### config.mk
export PLATFORM = sky130hd
export DESIGN_NAME = oled_layer_arbiter
export DESIGN_NICKNAME = d
export VERILOG_FILES = /design/src/rtl/oled_layer_arbiter_pkg.sv /design/src/rtl/oled_layer_arbiter_window_hit.sv /design/src/rtl/oled_layer_arbiter.sv
export SDC_FILE = /design/constraint.sdc
export NUM_CORES = 1
export LEC_CHECK = 0
export ABC_CLOCK_PERIOD_IN_PS = 8000
export CORE_UTILIZATION = 45
export CTS_BUF_LIST = sky130_fd_sc_hd__clkbuf_8
export DETAILED_ROUTE_END_ITERATION = 10
export PLACE_DENSITY = 0.84
export REMOVE_ABC_BUFFERS = 1
export SLEW_MARGIN = 40
export SYNTH_ARGS = -nofsm -noshare
export SYNTH_HDL_FRONTEND = slang
export SYNTH_HIERARCHICAL = 1
export SYNTH_SLANG_ARGS = --single-unit
### constraint.sdc
create_clock -name clk -period 8 [get_ports clk]
set_input_delay 1.6 -clock clk [delete_from_list [all_inputs] [get_ports clk]]
set_output_delay 1.6 -clock clk [all_outputs]
set_load 0.05 [all_outputs]
### src/rtl/oled_layer_arbiter_pkg.sv
// Shared widths, FSM encoding and window type for the OLED layer arbiter.
// A window with x0>x1 or y0>y1 can never produce a hit.
package oled_layer_arbiter_pkg;
   localparam int ROW_W = 6;
   localparam int COL_W = 7;
   localparam int RGB_W = 16;

   typedef enum logic [1:0] {
      ST_IDLE    = 2'd0,
      ST_WAIT_FG = 2'd1,
      ST_WAIT_BG = 2'd2,
      ST_RESP    = 2'd3
   } arb_state_e;

   typedef struct packed {
      logic [COL_W-1:0] x0;
      logic [COL_W-1:0] x1;
      logic [ROW_W-1:0] y0;
      logic [ROW_W-1:0] y1;
   } win_t;

   localparam win_t WIN_EMPTY = '{x0: 7'd127, x1: 7'd0, y0: 6'd63, y1: 6'd0};
endpackage

### src/rtl/oled_layer_arbiter_window_hit.sv
// Inclusive rectangle test: pixel (row, col) against window bounds.
module oled_layer_arbiter_window_hit
   import oled_layer_arbiter_pkg::*;
(
   input  logic [ROW_W-1:0] row,
   input  logic [COL_W-1:0] col,
   input  win_t             win,
   output logic             hit
);
   assign hit = (col >= win.x0) && (col <= win.x1) &&
                (row >= win.y0) && (row <= win.y1);
endmodule

### src/rtl/oled_layer_arbiter.sv
// Routes OLED pixel reads to fg (inside window, unless colour-keyed) or bg,
// with a tear-free window commit at pixel (0,0) and a per-request timeout.
module oled_layer_arbiter
   import oled_layer_arbiter_pkg::*;
#(
   parameter int unsigned      TIMEOUT     = 15,
   parameter logic [RGB_W-1:0] KEY_RGB     = 16'hF81F,
   parameter logic [RGB_W-1:0] DEFAULT_RGB = 16'h0000
) (
   input  logic             clk,
   input  logic             reset,
   input  logic             read,
   input  logic [ROW_W-1:0] row_idx,
   input  logic [COL_W-1:0] column_idx,
   output logic [RGB_W-1:0] data_rgb,
   output logic             ack,
   output logic [ROW_W-1:0] src_row_idx,
   output logic [COL_W-1:0] src_column_idx,
   output logic             bg_read,
   input  logic [RGB_W-1:0] bg_data_rgb,
   input  logic             bg_ack,
   output logic             fg_read,
   input  logic [RGB_W-1:0] fg_data_rgb,
   input  logic             fg_ack,
   input  logic             cfg_we,
   input  logic [COL_W-1:0] win_x0,
   input  logic [COL_W-1:0] win_x1,
   input  logic [ROW_W-1:0] win_y0,
   input  logic [ROW_W-1:0] win_y1,
   output logic             timeout_err
);
   localparam logic [7:0] TO_CNT = 8'(TIMEOUT);

   arb_state_e       state, state_nxt;
   win_t             shadow, active, win_eff;
   logic             cfg_pend, commit, hit;
   logic [7:0]       cnt;
   logic             fg_read_nxt, bg_read_nxt, set_err;
   logic [RGB_W-1:0] data_nxt;

   // The frame-start read sees the freshly committed window, not the stale one.
   assign commit  = (state == ST_IDLE) && read && (row_idx == '0) && (column_idx == '0) && cfg_pend;
   assign win_eff = commit ? shadow : active;
   assign ack     = (state == ST_RESP);

   oled_layer_arbiter_window_hit u_hit (
      .row (row_idx),
      .col (column_idx),
      .win (win_eff),
      .hit (hit)
   );

   always_comb begin
      state_nxt   = state;
      fg_read_nxt = 1'b0;
      bg_read_nxt = 1'b0;
      set_err     = 1'b0;
      data_nxt    = data_rgb;
      unique case (state)
         ST_IDLE: if (read) begin
            if (hit) begin
               state_nxt   = ST_WAIT_FG;
               fg_read_nxt = 1'b1;
            end else begin
               state_nxt   = ST_WAIT_BG;
               bg_read_nxt = 1'b1;
            end
         end
         ST_WAIT_FG: if (fg_ack) begin
            if (fg_data_rgb == KEY_RGB) begin
               state_nxt   = ST_WAIT_BG;
               bg_read_nxt = 1'b1;
            end else begin
               state_nxt = ST_RESP;
               data_nxt  = fg_data_rgb;
            end
         end else if (cnt == TO_CNT) begin
            state_nxt = ST_RESP;
            data_nxt  = DEFAULT_RGB;
            set_err   = 1'b1;
         end
         ST_WAIT_BG: if (bg_ack) begin
            state_nxt = ST_RESP;
            data_nxt  = bg_data_rgb;
         end else if (cnt == TO_CNT) begin
            state_nxt = ST_RESP;
            data_nxt  = DEFAULT_RGB;
            set_err   = 1'b1;
         end
         ST_RESP: state_nxt = ST_IDLE;
         default: state_nxt = ST_IDLE;
      endcase
   end

   always_ff @(posedge clk) begin
      if (reset) begin
         state          <= ST_IDLE;
         cnt            <= '0;
         fg_read        <= 1'b0;
         bg_read        <= 1'b0;
         data_rgb       <= '0;
         src_row_idx    <= '0;
         src_column_idx <= '0;
         timeout_err    <= 1'b0;
         shadow         <= WIN_EMPTY;
         active         <= WIN_EMPTY;
         cfg_pend       <= 1'b0;
      end else begin
         state       <= state_nxt;
         // Every state change (including fg->bg on a key hit) restarts the wait.
         cnt         <= (state_nxt != state) ? '0 : cnt + 8'd1;
         fg_read     <= fg_read_nxt;
         bg_read     <= bg_read_nxt;
         data_rgb    <= data_nxt;
         timeout_err <= timeout_err | set_err;
         if (state == ST_IDLE && read) begin
            src_row_idx    <= row_idx;
            src_column_idx <= column_idx;
         end
         if (commit) active <= shadow;
         if (cfg_we) begin
            shadow   <= '{x0: win_x0, x1: win_x1, y0: win_y0, y1: win_y1};
            cfg_pend <= 1'b1;
         end else if (commit) begin
            cfg_pend <= 1'b0;
         end
      end
   end
endmodule

==> metrics, run 1 <==
final period utilization 81.0%; CTS resizes 0; initial core utilization 47.1%; Synth area leaders dfxtp_1, ha_1, mux2i_1, mux2_1, nor2b_1; TritonCTS clock tree built; FF-to-FF Start state[0]$_SDFF_PP0_; final wirelength 11300 µm; multi-input combinational cell area 0.00257 mm²; DRT Pass-1 Iters 4; leakage power 2.45 nW; vias in the first global route 4198; Setup Slack @ Placement 1160 ps; cell chain of the critical path clkdlybuf4s50_1, nand2_1, nor4_1, nand4_2, buf_4, mux2_1, inv_1, ha_1, o21a_1, o22ai_1, a31oi_1, a2111oi_1, and2_1, o21ai_0, o211ai_1, buf_4, nand4_1, mux2i_1; ys async rst share 0%; core area 0.00995 mm²; Yosys top cell by area dfxtp_1; Worst Skew 8.91 ps; synthesized area per cell 9.31 µm²; crit path kind in -> reg; RSZ-0062 raised after global routing no; worst hold start src_column_idx[3]$_SDFFE_PP0P_; Vias/cell 5.52; clk sinks 95; Post-synth top flop dfxtp_1; synthesized area 0.00469 mm²; GRT Util Overall 21.8%; Max-Cap Viols 0; die span in y 104 µm; drt wl/cell 15.2 µm; 1st-iter DRT viols 199; DRC 0; layout cell share with drive strength beyond 1 7.54%; CTS clk-pin slew, worst paths 90 ps; vias 4098; R2R Setup Slk 2270 ps; EDFF count, synth 0; most frequent CP cell buf_4; cell at the root of the clock tree clkbuf_8; crit path capture type flip-flop; HP Class reg -> reg; largest fanout on the critical path 16; gr ovfl total 0; post-detailed-route count of antenna-violating nets 0; htree depth 3; fin crit period 6480 ps; final setup TNS 0 ps; setup violators final 0; Post-CTS Setup Bufs 0; cell family contributing the most delay on the critical path simple AND/OR/NAND/NOR gates; die area 0.0108 mm²; initial antenna violation count 0; Synth top area share 40.5%; Ports 110; final slew viol count 0; Worst-Margin Slew 774 ps; most frequent cell after synthesis dfxtp_1; register area share after synthesis 40.5%; clock buffer depth 2; reg2reg path depth 19; status finished, final reports clean; Slew HR 48.4%; IO Port Bufs 109; hold worst-path end src_column_idx[3]$_SDFFE_PP0P_; critical path arrival 6780 ps; Cell variety after synth 57; Die Width 104 µm; HPWL after detailed placement 8330 µm; Final nets 713; most frequent cells after synthesis dfxtp_1, nand2_1, nor2_1, nor2b_1, ha_1; reg2reg end cnt[1]$_SDFF_PP0_; Startpoint Class primary input; WP data required 8300 ps; hold buffer count at CTS 0; Hold Violations, Final 0; maximum number of pins on one net before global-route repair 81; diodes inserted 0; CTS Buf Count 9; area growth from synthesis to layout 29.7%; clk_lat worst skew 380 ps; post-synthesis cell count 504; Fmax 154 MHz; Crit path largest cell delay 670 ps; Synth Register Bits 95; Synth Warn # 6; # fillers 843; area occupied by registers 0.00190 mm²; RePlAce Congestion 0.816; Worst path slowest cell a2111oi_1; worst hold path stage count 2; Cell Pwr Density 237 mW/mm²; Buf+Inv Stages, Crit Path 4; maximum vdd drop 0.000148 V; Finished Core Util 61.1%; first-pass GRT wire length 19000 µm; post-route setup slack 1520 ps; num rows 36
## layer usage
metal	part of all wire, %	global-route usage (%)	vias to the layer above
met3	6.6	8.46	10
met4	1.0	6.22	0
met5	0	0	-
met1	44	25.7	1958
li1	-	-	2008
met2	49	36.5	122
## stage by stage
| stage | total power, mW | instances | hold slack, ps | instance area (µm²) |
|---|---|---|---|---|
| 2_1_floorplan | 0.926 | 477 | 453 | 4580 |
| 3_3_place_gp | 1.11 | 724 | 445 | 5870 |
| 6_report | 1.44 | 743 | 464 | 6080 |
| 5_1_grt | 1.52 | 743 | 484 | 6080 |
| 3_5_place_dp | 1.14 | 727 | 446 | 5890 |
| 4_1_cts | 1.45 | 743 | 462 | 6080 |
## flip-flops by register name, indices dropped and copies added, names as in the netlist
signal          flops
active             26
bg_read             1
cfg_pend            1
cnt                 8
data_rgb           16
fg_read             1
shadow             26
src_column_idx      7
src_row_idx         6
state               2
timeout_err         1
## layout make-up
type	count	share of cell area, %
clock buffers	11	2.49
clock inverters	5	0.679
inverters	30	1.85
multi-input cells	352	42.2
flip-flops and latches	95	31.3
well taps	133	2.74
repair buffers	117	18.8
## cells in the final DEF, fill, tap and decap left out, drive strengths merged, types with 3 or more instances in the layout
cell             n
clkdlybuf4s50  108
dfxtp           95
nand2           39
nor2            35
nor2b           32
ha              31
inv             30
mux2            26
a21oi           23
mux2i           21
nand4           19
or2             14
a22oi           13
o2bb2ai         13
a211o           13
clkbuf          11
buf              9
nand3            8
o22ai            8
o21ai            7
xor2             5
or4              4
clkinv           4
nor4             3
a31oi            3
nand2b           3
o41ai            3
and2             3
## cell families (layout without fill, tap and decap cells)
family / after synthesis / in the layout / synth area share, %
simple gates: 170 / 170 / 19.4
compound gates: 98 / 98 / 15.1
flops: 95 / 95 / 40.5
buf+inv: 57 / 163 / 4.83
mux: 47 / 47 / 10.7
fa+ha+maj: 31 / 31 / 8.27
xor+xnor: 6 / 6 / 1.12
## power breakdown
group | switching (mW) | total (mW) | leakage, nW | internal (mW)
registers | 0.0406 | 0.565 | 0.777 | 0.524
clock network | 0.173 | 0.305 | 0.0974 | 0.133
logic | 0.353 | 0.569 | 1.58 | 0.216
total | 0.567 | 1.44 | 2.45 | 0.873
## how the worst max path moves through the flow
| stage | cells after the start | slack, ps | startpoint | endpoint |
|---|---|---|---|---|
| 2_1_floorplan | 15 | 1830 | column_idx[2] | cnt[1]$_SDFF_PP0_ |
| 3_3_place_gp | 16 | 1320 | read | cnt[2]$_SDFF_PP0_ |
| 3_5_place_dp | 18 | 1160 | read | cnt[2]$_SDFF_PP0_ |
| 4_1_cts | 18 | 1550 | read | cnt[2]$_SDFF_PP0_ |
| 5_1_grt | 18 | 1110 | read | cnt[1]$_SDFF_PP0_ |
| 6_report | 18 | 1520 | read | cnt[1]$_SDFF_PP0_ |
## worst register-to-register path: stages (launching register included)
cell	delay, ps
dfxtp_1	470
clkinv_1	260
ha_1	310
nand2_1	350
nor4_1	440
nand4_2	510
buf_4	390
mux2_1	340
inv_1	60
ha_1	230
o21a_1	180
o22ai_1	150
a31oi_1	70
a2111oi_1	670
and2_1	230
o21ai_0	120
o211ai_1	330
buf_4	280
nand4_1	110
mux2i_1	160
(Power assumes the default switching activity.)
==> run 2, diff against run 1 <==
ABC_CLOCK_PERIOD_IN_PS = 6600   (was 8000)
clock period = 6.6 ns   (was 8 ns; I/O delays follow)
==> run 2 against run 1 <==
Net effect: via count barely moved; cell area rose by 0.62%; power rose by 25%; sequential power rose by 21%; sequential share of layout area fell by 0.19 points; sequential cell count did not move; largest power group is now sequential cells; register-to-register slack got worse by 780 ps; clock skew rose by 8.9 ps; largest cell class unchanged; combinational power rose by 20%; global-route usage barely moved; wire length rose by 1.9%.
==> metrics, run 2 (same netlist as run 1, synthesis figures left out) <==
Ports 110; final period utilization 84.6%; final setup TNS 0 ps; Post-CTS Setup Bufs 0; die span in y 104 µm; Die Width 104 µm; Internal 1.12 mW; DRT Pass-1 Iters 4; critical path arrival 5880 ps; Final Cell Area 0.00612 mm²; switching pwr 686 µW; fin crit period 5580 ps; DRC 0; core area 0.00995 mm²; clk sinks 95; commonest non-fill, non-tap cell in the layout clkdlybuf4s50_1; area growth from synthesis to layout 30.5%; Hold Violations, Final 0; vias in the first global route 4026; diodes inserted 0; Max-Cap Viols 0; clock buffer depth 2; final slew viol count 0; post-detailed-route count of antenna-violating nets 0; IO Port Bufs 109; GRT Util Overall 21.7%; clk_lat worst skew 380 ps; Clk pwr share 24.2%; maximum number of pins on one net before global-route repair 51; Worst-Margin Slew 790 ps; Worst Skew 17.8 ps; first-pass GRT wire length 18800 µm; HP Class reg -> reg; Final nets 712; 1st-iter DRT viols 150; CTS resizes 0; htree depth 3; Fmax 179 MHz; Seq pwr share 37.9%; Comb power frac 37.9%; most frequent cells in the layout clkdlybuf4s50_1, dfxtp_1, nand2_1; Setup Slack @ Placement 672 ps; Largest regs active x26, shadow x26, data_rgb x16; Startpoint Class primary input; RePlAce Congestion 0.885; hold buffer count at CTS 0; setup violators final 0; Vias/cell 5.52; HPWL after detailed placement 8420 µm; num rows 36; TritonCTS clock tree built; crit path kind in -> reg; final wirelength 11500 µm; post-route setup slack 1020 ps; cell at the root of the clock tree clkbuf_8; leakage power 2.48 nW; CTS Buf Count 9; crit path capture type flip-flop; die area 0.0108 mm²; placed inst area 0.00589 mm²; gr ovfl total 0; WP data required 6890 ps; Cell Pwr Density 295 mW/mm²; RSZ-0062 raised after global routing no; largest fanout on the critical path 24; maximum vdd drop 0.000181 V; initial antenna violation count 0; Switching Share 38.0%; vias 4094; status finished, final reports clean; layout cell share with drive strength beyond 1 7.39%; CTS clk-pin slew, worst paths 100 ps; initial core utilization 47.1%; Slew HR 47.3%; drt wl/cell 15.5 µm; Finished Core Util 61.5%
## run 2: cell type report
type / instances / area (µm²)
clock inverters: 6 / 92.6
repair buffers: 116 / 1140
fillers: 852 / 3830
inverters: 30 / 113
flip-flops and latches: 95 / 1900
clock buffers: 10 / 138
well taps: 133 / 166
multi-input cells: 352 / 2570
## run 2: critical path: stages
cell             delay [ps]
clkdlybuf4s50_1         500
or4_1                   550
nor2_1                  160
nand4_2                 150
buf_4                   280
mux2_2                  270
inv_1                    40
ha_1                    300
nand2_1                  90
nor4_1                  340
a2111oi_1               100
a2111oi_1               590
and2_1                  230
o21ai_0                 110
o211ai_1                290
buf_4                   270
nand4_1                 100
mux2i_1                 170
## run 2: path summary, 6_finish.rpt
kind | startpoint | end | slack [ps] | depth (start not counted)
setup / recovery | row_idx[1] | cnt[5]$_SDFF_PP0_ | 1020 | 18
hold / removal | src_column_idx[6]$_SDFFE_PP0P_ | src_column_idx[6]$_SDFFE_PP0P_ | 460 | 2
setup reg to reg | state[0]$_SDFF_PP0_ | cnt[5]$_SDFF_PP0_ | 1490 | 19
hold reg to reg | src_column_idx[6]$_SDFFE_PP0P_ | src_column_idx[6]$_SDFFE_PP0P_ | 460 | 2
## run 2: power by group through the flow
stage               Clock [mW]  Combinational, mW  Sequential [mW]
floorplan                    0              0.294            0.829
global placement             0              0.655            0.694
detailed placement           0              0.681            0.696
CTS                      0.450              0.683            0.683
global route             0.473              0.734            0.693
finish                   0.437              0.684            0.684
## run 2: through the flow
stage               instances  hold slack, ps  total power, mW
floorplan                 477             453             1.12
global placement          725             441             1.35
detailed placement        726             448             1.38
CTS                       742             461             1.82
global route              742             483             1.90
finish                    742             459             1.81
## run 2: per-layer routing
layer	vias up	part of all wire, %	GRT usage [%]
met1	1921	43	25.2
met3	16	6.8	7.39
li1	2002	-	-
met4	0	1.6	8.67
met5	-	0	0
met2	155	48	36.7
==> run 3, diff against run 2 <==
ABC_CLOCK_PERIOD_IN_PS = 4900   (was 6600)
PLACE_DENSITY = 0.87   (was 0.84)
clock period = 4.9 ns   (was 6.6 ns; I/O delays follow)
==> run 3 against run 2 <==
Net effect: sequential share of layout area decreased by 0.99 points; wire length increased by 7.0%; power increased by 35%; sequential power increased by 33%; first-iteration DRC count increased by 61%; critical path depth unchanged; hold slack got worse by 1.2 ps; clock power increased by 6.6%; non-clock buffer count increased by 22; register-to-register slack got worse by 1300 ps; clock-buffer cell count unchanged; critical path type unchanged.
==> metrics, run 3 (same netlist as run 1, synthesis figures left out) <==
critical path arrival 5140 ps; final wirelength 12300 µm; DRC 0; clock buffer depth 2; maximum number of pins on one net before global-route repair 43; core area 0.00995 mm²; final period utilization 98.8%; maximum vdd drop 0.000254 V; placed cell count 744; Post-Layout Cell Count 762; met2 Track Usage GR 38.6%; Finished Core Util 63.5%; DRT Pass-1 Iters 4; Worst Skew 14.5 ps; setup violators final 0; area growth from synthesis to layout 34.7%; HP Class reg -> reg; num rows 36; WP data required 5200 ps; clk_lat worst skew 370 ps; FF-to-FF Start state[0]$_SDFF_PP0_; GR Util met3 5.95%; vias in the first global route 4281; GRT Util Overall 22.2%; busiest grt layer met2; vias 4261; HPWL after detailed placement 8900 µm; first-pass GRT wire length 19500 µm; layout cell share with drive strength beyond 1 12.1%; critical path launch point row_idx[2]; post-detailed-route count of antenna-violating nets 0; final slew viol count 0; commonest non-fill, non-tap cell in the layout clkdlybuf4s50_1; Final nets 734; # fillers 778; largest fanout on the critical path 8; crit path capture type flip-flop; Hold Violations, Final 0; M1 GR Usage 25.7%; Largest regs active x26, shadow x26, data_rgb x16; Worst-Margin Slew 808 ps; IO Port Bufs 109; die area 0.0108 mm²; gr ovfl total 0; leakage power 2.59 nW; fin crit period 4840 ps; initial antenna violation count 0; status finished, final reports clean; die span in y 104 µm; hold buffer count at CTS 0; Max-Cap Viols 0; initial core utilization 47.1%; Cell Pwr Density 385 mW/mm²; Min Hold Slack 458 ps; CTS Buf Count 9; 1st-iter DRT viols 241; cell at the root of the clock tree clkbuf_8; drt wl/cell 16.2 µm; Startpoint Class primary input; TritonCTS clock tree built; Ports 110; Vias/cell 5.59; RePlAce Congestion 0.866; clk sinks 95; CTS clk-pin slew, worst paths 100 ps; crit path kind in -> reg; Slew HR 46.1%; total power 2.43 mW; Die Width 104 µm; most frequent cells in the layout clkdlybuf4s50_1, dfxtp_1, nand2_1; diodes inserted 0; Fmax 207 MHz; htree depth 3; worst hold start src_column_idx[6]$_SDFFE_PP0P_
## run 3: per-stage QoR
step	TNS [ps]	cell area (µm²)	setup slack, ps
detailed placement	-2330	6040	-309
global route	-300	6320	-79.6
floorplan	-5300	4580	-655
CTS	0	6210	55.5
global placement	-821	6040	-109
finish	0	6320	59.9
## run 3: path summary, 6_finish.rpt
| path | endpoint | slack [ps] | depth (start not counted) |
|---|---|---|---|
| worst max-delay path | cnt[4]$_SDFF_PP0_ | 60 | 18 |
| worst min-delay path | src_column_idx[6]$_SDFFE_PP0P_ | 460 | 2 |
| worst max register to register | cnt[4]$_SDFF_PP0_ | 240 | 21 |
| worst min register to register | src_column_idx[6]$_SDFFE_PP0P_ | 460 | 2 |
## run 3: critical path, cell delays in order
cell,delay [ps]
clkdlybuf4s50_1,450
or4_4,510
nor2_4,160
nand4_4,110
mux2_1,350
ha_1,270
nand2b_1,170
a211oi_2,250
nor4_1,90
a2111oi_2,390
a2111oi_2,80
buf_4,150
and2_1,170
and3_1,200
a311oi_2,260
clkbuf_4,260
nand4_1,110
mux2i_1,170
## run 3: what timing repair did
action                                  CTS  global route
gates resized for setup                   0            22
endpoints found under the setup margin    0             9
buffers inserted                          0             2
## run 3: power by group
part	switching, mW	internal (mW)	leakage [nW]
Clock	0.271	0.195	0.0844
Combinational	0.636	0.425	1.73
Sequential	0.0514	0.856	0.777
## run 3: area by class of cell
class                      instances  area (µm²)  area share [%]
sequential                        95        1900            30.1
inverter                          30         113            1.78
timing repair buffer             138        1350            21.3
multi-input combinational        352        2630            41.5
clock buffer                      10         138            2.18
clock inverter                     4        33.8           0.534
tap                              133         166            2.63
## run 3: metal layers
| metal | share of wire [%] | routed length [µm] | vias up |
|---|---|---|---|
| li1 | - | - | 2050 |
| met1 | 42 | 5140 | 2017 |
| met5 | 0 | 0 | - |
| met4 | 2.4 | 294 | 0 |
| met2 | 49 | 6100 | 166 |
| met3 | 6.4 | 791 | 28 |
==> edit 1 (config.mk and constraints of run 3) <==
Take the reset off `data_rgb` and load it in a clocked block of its own.
--- a/src/rtl/oled_layer_arbiter.sv
+++ b/src/rtl/oled_layer_arbiter.sv
@@ -98,7 +98,6 @@
          cnt            <= '0;
          fg_read        <= 1'b0;
          bg_read        <= 1'b0;
-         data_rgb       <= '0;
          src_row_idx    <= '0;
          src_column_idx <= '0;
          timeout_err    <= 1'b0;
@@ -111,7 +110,6 @@
          cnt         <= (state_nxt != state) ? '0 : cnt + 8'd1;
          fg_read     <= fg_read_nxt;
          bg_read     <= bg_read_nxt;
-         data_rgb    <= data_nxt;
          timeout_err <= timeout_err | set_err;
          if (state == ST_IDLE && read) begin
             src_row_idx    <= row_idx;
@@ -126,5 +124,9 @@
          end
       end
    end
+
+   always_ff @(posedge clk) begin
+      data_rgb <= data_nxt;
+   end
 endmodule
 
Function: differs if reset is asserted again (counterexample within 4 cycles, from zero or initial values and one cycle with reset high); with reset held inactive, the same outputs for 10 cycles.
==> edit 1 against run 3 <==
Worst setup slack better by 29 ps. Cell area rose by 2.3%. Via count fell by 2.2%. Sequential cell count is the same. First-iteration DRC count is 2.1% higher. Largest cell class unchanged. Wire length fell by 0.94%. Area after synthesis up 1.5%. Final cell count grew 0.39%. Critical path type unchanged. Total power increased by 17%. Die area rose by 1.5%.
==> edit 1: results (changes against run 3) <==
[final_layout]
final.fill_count=830  ; was 778
drive_above_1_share_pct=16.22  ; was 12.08%
top_regs=active: 26 flops, shadow: 26 flops, data_rgb: 16 flops  ; unchanged
net_count_final=732  ; was 734

[critical_path]
worst-r2r-cell-count=22  ; was 21
timing.rr.end=cnt[2]  ; was cnt[4]
r2r_startpoint=state[1]  ; was state[0]
worst-endpoint-arrival_ps=5100  ; was 5140 ps
rrSetupSlack_ps=270  ; was 240 ps
cp_slowest_stage_delay_ps=540  ; was 510 ps

[timing]
fin_skew_ps=11.96  ; was 14.46 ps
slew_headroom_pct=40.70  ; was 46.12%

[placement]
gp_routability_congestion=0.8466  ; was 0.8660
detailedPlacementHpwl_um=8814  ; was 8897 µm
dp_worst_setup_slack_ps=-638.1  ; was -309.2 ps

[clock_network]
clock_latency_on_the_worst_skew_pair_ps=370  ; about the same
clk_root_buffer_cell=sky130_fd_sc_hd__clkbuf_8  ; unchanged
cts.reportedPaths.clkPinSlew_ps=90

[logic_synthesis]
netlist-cell-type-count=54  ; was 57
synthTopCellsByArea=sky130_fd_sc_hd__dfxtp_1 (33%), sky130_fd_sc_hd__edfxtp_1 (10%), sky130_fd_sc_hd__ha_1 (8.1%)  ; was sky130_fd_sc_hd__dfxtp_1 (41%), sky130_fd_sc_hd__ha_1 (8.3%), sky130_fd_sc_hd__mux2i_1 (4.5%)
synth_edf_count=16  ; was 0
seq_area_frac_synth_pct=43.30  ; was 40.53%
synth.cells.most_frequent=sky130_fd_sc_hd__dfxtp_1 (79), sky130_fd_sc_hd__nand2_1 (43), sky130_fd_sc_hd__nor2_1 (39), sky130_fd_sc_hd__a21oi_1 (38), sky130_fd_sc_hd__ha_1 (31)  ; was sky130_fd_sc_hd__dfxtp_1 (95), sky130_fd_sc_hd__nand2_1 (39), sky130_fd_sc_hd__nor2_1 (35), sky130_fd_sc_hd__nor2b_1 (32), sky130_fd_sc_hd__ha_1 (31)

[global_routing]
grt_met1_use_pct=26.43  ; was 25.67%
grt_pass1_wl_um=19170  ; was 19460 µm
gr-usage-met3_pct=4.679  ; was 5.952%
pin_count_of_the_biggest_net_entering_global_routing=41  ; was 43
grt_pass1_vias=4100  ; was 4281
globalRouteTotalUtil_pct=21.64  ; was 22.23%
met2_usage_pct=37.89  ; was 38.62%

[route]
avgViaCountPerCell=5.450  ; was 5.592
wirelength_um=12210  ; was 12320 µm
initialDrtViolationCount=246  ; was 241
drt_first_pass_iters=5  ; was 4

[worst_hold_path]
min_from=src_row_idx[0]  ; was src_column_idx[6]
timing.hold.worst_endpoint=src_row_idx[0]  ; was src_column_idx[6]

[run]
maxCapViolCount=0  ; unchanged

[power]
irDropWorstVdd_mv=0.2907  ; was 0.2543 mV
switching_share_pct=39.48  ; was 39.37%
total_leakage_power_nw=2.703  ; was 2.588 nW

[run_status]
status=complete, no violations  ; unchanged

[edit 1: cells by family after synthesis]
kind of cell | after synthesis | synth area share, %
AO/OA/AOI/OAI | 93 | 12.77
XOR/XNOR | 7 | 1.287
adder cells (fa/ha/maj) | 31 | 8.145
buffers and inverters | 56 | 4.677
flip-flops | 95 | 43.30
multiplexers | 47 | 11.11
AND/OR/NAND/NOR | 172 | 18.71
[edit 1: metrics by stage]
step	area, µm²	hold slack, ps	power [W]	utilization, %	std cells
after detailed placement	6125	455.0	0.002239	59.59	745
final	6470	465.7	0.002840	62.95	765
after global routing	6470	490.9	0.002980	62.95	765
after CTS	6370	469.6	0.002822	61.98	762
after floorplan	4648	452.7	0.001791	-	474
after global placement	6125	447.7	0.002199	59.59	745
[edit 1: cell type report]
cell class / instances / area share (%)
clock buffers: 10 / 2.127
clock inverters: 6 / 1.334
multi-input cells: 350 / 40.22
well taps: 136 / 2.630
inverters: 29 / 1.682
flip-flops and latches: 95 / 31.87
repair buffers: 139 / 20.13
[edit 1: how the worst max path moves through the flow]
stage	startpoint	to	slack, ps	depth (start not counted)
after global routing	column_idx[2]	cnt[2]	-90	20
final	column_idx[2]	cnt[2]	90	20
after CTS	read	cnt[2]	0.5	20
after floorplan	row_idx[4]	cnt[1]	-480	15
after detailed placement	row_idx[4]	cnt[2]	-640	19
after global placement	row_idx[4]	cnt[7]	-380	18
[edit 1: power by group through the flow]
stage          Clock (W)  Combinational [W]  Sequential, W
4_1_cts         0.000582            0.00120        0.00104
3_5_place_dp           0            0.00118        0.00105
2_1_floorplan          0           0.000420        0.00137
3_3_place_gp           0            0.00115        0.00105
6_report        0.000573            0.00123        0.00104
5_1_grt         0.000623            0.00130        0.00106
[edit 1: tightest hold or removal path, delay by kind of cell, from the launching register on]
family             cells  cell delay, ps
DFF                    1             320
and+or+nand+nor        1              50
AOI/OAI and AO/OA      1              50
[edit 1: layer usage]
| layer | up-vias | routed length (µm) |
|---|---|---|
| met2 | 173 | 5964 |
| met1 | 1959 | 5176 |
| li1 | 1998 | - |
| met3 | 39 | 772 |
| met4 | 0 | 292 |
| met5 | - | 0 |
[edit 1: what timing repair did]
action | in CTS | in global routing
resized for setup | 13 | 36
buffers inserted | 0 | 5
pin swaps | 4 | 13
endpoints found under the setup margin | 8 | 8
gates cloned | 1 | 0
==> edit 2 (config.mk and constraints of run 3) <==
Without the edit above. Change the package constant `COL_W` from 7 to 9.
--- a/src/rtl/oled_layer_arbiter_pkg.sv
+++ b/src/rtl/oled_layer_arbiter_pkg.sv
@@ -2,7 +2,7 @@
 // A window with x0>x1 or y0>y1 can never produce a hit.
 package oled_layer_arbiter_pkg;
    localparam int ROW_W = 6;
-   localparam int COL_W = 7;
+   localparam int COL_W = 9;
    localparam int RGB_W = 16;
 
    typedef enum logic [1:0] {
Ports: changed (resized column_idx, src_column_idx, win_x0 and win_x1); port bits go from 110 to 118. No check against the original RTL was run, so the function may have changed too.
==> edit 2 against run 3 <==
Combinational power shrank 27%. Total power fell by 3.9%. Area after synthesis rose by 7.9%. Via count grew 2.1%. Wire length up 2.2%. Count of clock-buffer cells in the layout decreased by 1. Sequential cell count is 10 higher. Worst setup slack gained 140 ps. Clock power is 25% higher. Cell area up 5.5%. Sequential power grew 8.5%. Largest power group is now registers. Global-route usage down 0.23 points. Largest cell class unchanged. Final cell count up 5.8%. Highest routed layer unchanged. Die area grew 7.8%.
==> edit 2: results (changes against run 3) <==
[placement]
placed_cell_area_um2=6414  ; was 6041 µm²
detailedPlacementHpwl_um=9667  ; was 8897 µm
gp_routability_congestion=0.8452  ; was 0.8660
dp.cells=790  ; was 744
port_buffers=117  ; was 109
dp_worst_setup_slack_ps=-258.6  ; was -309.2 ps

[logic_synthesis]
synthTopCellsByArea=sky130_fd_sc_hd__dfxtp_1 (42%), sky130_fd_sc_hd__ha_1 (8.6%), sky130_fd_sc_hd__mux2_2 (6.7%)  ; was sky130_fd_sc_hd__dfxtp_1 (41%), sky130_fd_sc_hd__ha_1 (8.3%), sky130_fd_sc_hd__mux2i_1 (4.5%)
seq_area_frac_synth_pct=41.50  ; was 40.53%
netlist-cell-type-count=55  ; was 57
synth_area_per_cell_um2=9.362  ; was 9.310 µm²
synthAdderAreaFrac_pct=8.646  ; was 8.267%
multiplexer_area_fraction_after_synthesis_pct=12.60  ; was 10.72%
fraction_of_the_mapped_netlist_area_in_compound_gates_pct=14.55  ; was 15.15%
synth.cells.most_frequent=sky130_fd_sc_hd__dfxtp_1 (105), sky130_fd_sc_hd__nand2_1 (63), sky130_fd_sc_hd__a21oi_1 (40), sky130_fd_sc_hd__inv_1 (37), sky130_fd_sc_hd__ha_1 (35)  ; was sky130_fd_sc_hd__dfxtp_1 (95), sky130_fd_sc_hd__nand2_1 (39), sky130_fd_sc_hd__nor2_1 (35), sky130_fd_sc_hd__nor2b_1 (32), sky130_fd_sc_hd__ha_1 (31)
post_synthesis_share_of_cell_area_spent_on_xor_and_xnor_gates_pct=1.038  ; was 1.120%

[critical_path]
timing.critical_path.slowest_stage_cell=sky130_fd_sc_hd__clkdlybuf4s50_1  ; was sky130_fd_sc_hd__or4_4
cp_slowest_stage_delay_ps=460  ; was 510 ps
cp_top_family=compound AO/OA/AOI/OAI gates  ; was simple AND/OR/NAND/NOR gates

[route]
initialDrtViolationCount=171  ; was 241
wl_per_cell_um=15.63  ; was 16.17 µm
wirelength_um=12590  ; was 12320 µm
avgViaCountPerCell=5.398  ; was 5.592

[global_routing]
grt_pass1_wl_um=19950  ; was 19460 µm
grt_pass1_vias=4375  ; was 4281
globalRouteTotalUtil_pct=21.99  ; was 22.23%
pin_count_of_the_biggest_net_entering_global_routing=45  ; was 43

[timing]
worst-slew-pin-transition_ps=757.6  ; was 808.2 ps
fin_skew_ps=9.643  ; was 14.46 ps

[final_layout]
net_count_final=779  ; was 734
drive_above_1_share_pct=12.31  ; was 12.08%
top_regs=active: 30 flops, shadow: 30 flops, data_rgb: 16 flops  ; was active: 26 flops, shadow: 26 flops, data_rgb: 16 flops

[clock_network]
htreeDepth=3  ; unchanged

[power]
irDropWorstVdd_mv=0.2183  ; was 0.2543 mV
total_leakage_power_nw=2.792  ; was 2.588 nW

[run_status]
status=complete, no violations  ; unchanged

==> edit 2: changes by cell type after synthesis, sizes merged, moves of 15 or more <==
| cell | change |
|---|---|
| a22o | +25 |
| nor2b | -29 |
| nand2b | +15 |
| nand4 | -15 |
| nand2 | +24 |
| and2 | +16 |
| a21oi | +19 |
==> edit 2: path summary, 6_finish.rpt <==
check,startpoint,endpoint,slack [ps],cells past startpoint
setup / recovery,column_idx[2],cnt[6],190,18
hold / removal,src_row_idx[2],src_row_idx[2],460,2
setup reg to reg,state[0],cnt[6],550,19
hold reg to reg,src_row_idx[2],src_row_idx[2],460,2
==> edit 2: logic make-up after synthesis <==
kind of cell	count (synthesis)
fa+ha+maj	35
simple gates	166
compound gates	107
flops	105
buf+inv	62
xor+xnor	6
mux	60
==> edit 2: timing repair <==
action	in CTS	in global routing
setup buffers	0	0
endpoints found under the setup margin	0	8
gates resized for setup	0	7
hold buffers	0	0
==> edit 2: power by group <==
part	switching, W	total, W	internal (W)	leakage (nW)
Sequential	0.0000543	0.000984	0.000930	0.858
Combinational	0.000472	0.000774	0.000302	1.82
Clock	0.000295	0.000583	0.000288	0.109
Total	0.000821	0.00234	0.00152	2.79
==> edit 2: routing by layer <==
layer  vias up  GRT usage, %  part of all wire, %  routed length (µm)
met5         -             0                    0                   0
met4         0         8.317                  2.4                 303
met2       176         38.99                   47                5948
li1       2113             -                    -                   -
met3        30         4.581                  7.5                 940
met1      2032         25.89                   43                5402
==> edit 2: layout make-up <==
class,count,area [µm²]
clock buffer,9,123.9
clock inverter,7,95.09
fill,882,4215
inverter,37,138.9
multi-input combinational,374,2726
sequential,105,2102
tap,140,175.2
timing repair buffer,134,1311
==> edit 2: worst register-to-register path, stage by stage (launching register included) <==
cell                       delay (ps)
sky130_fd_sc_hd__dfxtp_1          370
sky130_fd_sc_hd__inv_1            160
sky130_fd_sc_hd__ha_1             350
sky130_fd_sc_hd__and2_1           200
sky130_fd_sc_hd__and3_4           190
sky130_fd_sc_hd__and4_4           300
sky130_fd_sc_hd__buf_4            200
sky130_fd_sc_hd__mux2_2           350
sky130_fd_sc_hd__inv_1             60
sky130_fd_sc_hd__ha_1             230
sky130_fd_sc_hd__a21oi_1          220
sky130_fd_sc_hd__o21ai_0          130
sky130_fd_sc_hd__nor2_1           120
sky130_fd_sc_hd__o21ai_1           90
sky130_fd_sc_hd__a211oi_2         300
sky130_fd_sc_hd__a21bo_2          200
sky130_fd_sc_hd__o21ai_0           90
sky130_fd_sc_hd__a211o_1          300
sky130_fd_sc_hd__a21o_4           260
sky130_fd_sc_hd__a21oi_1          150
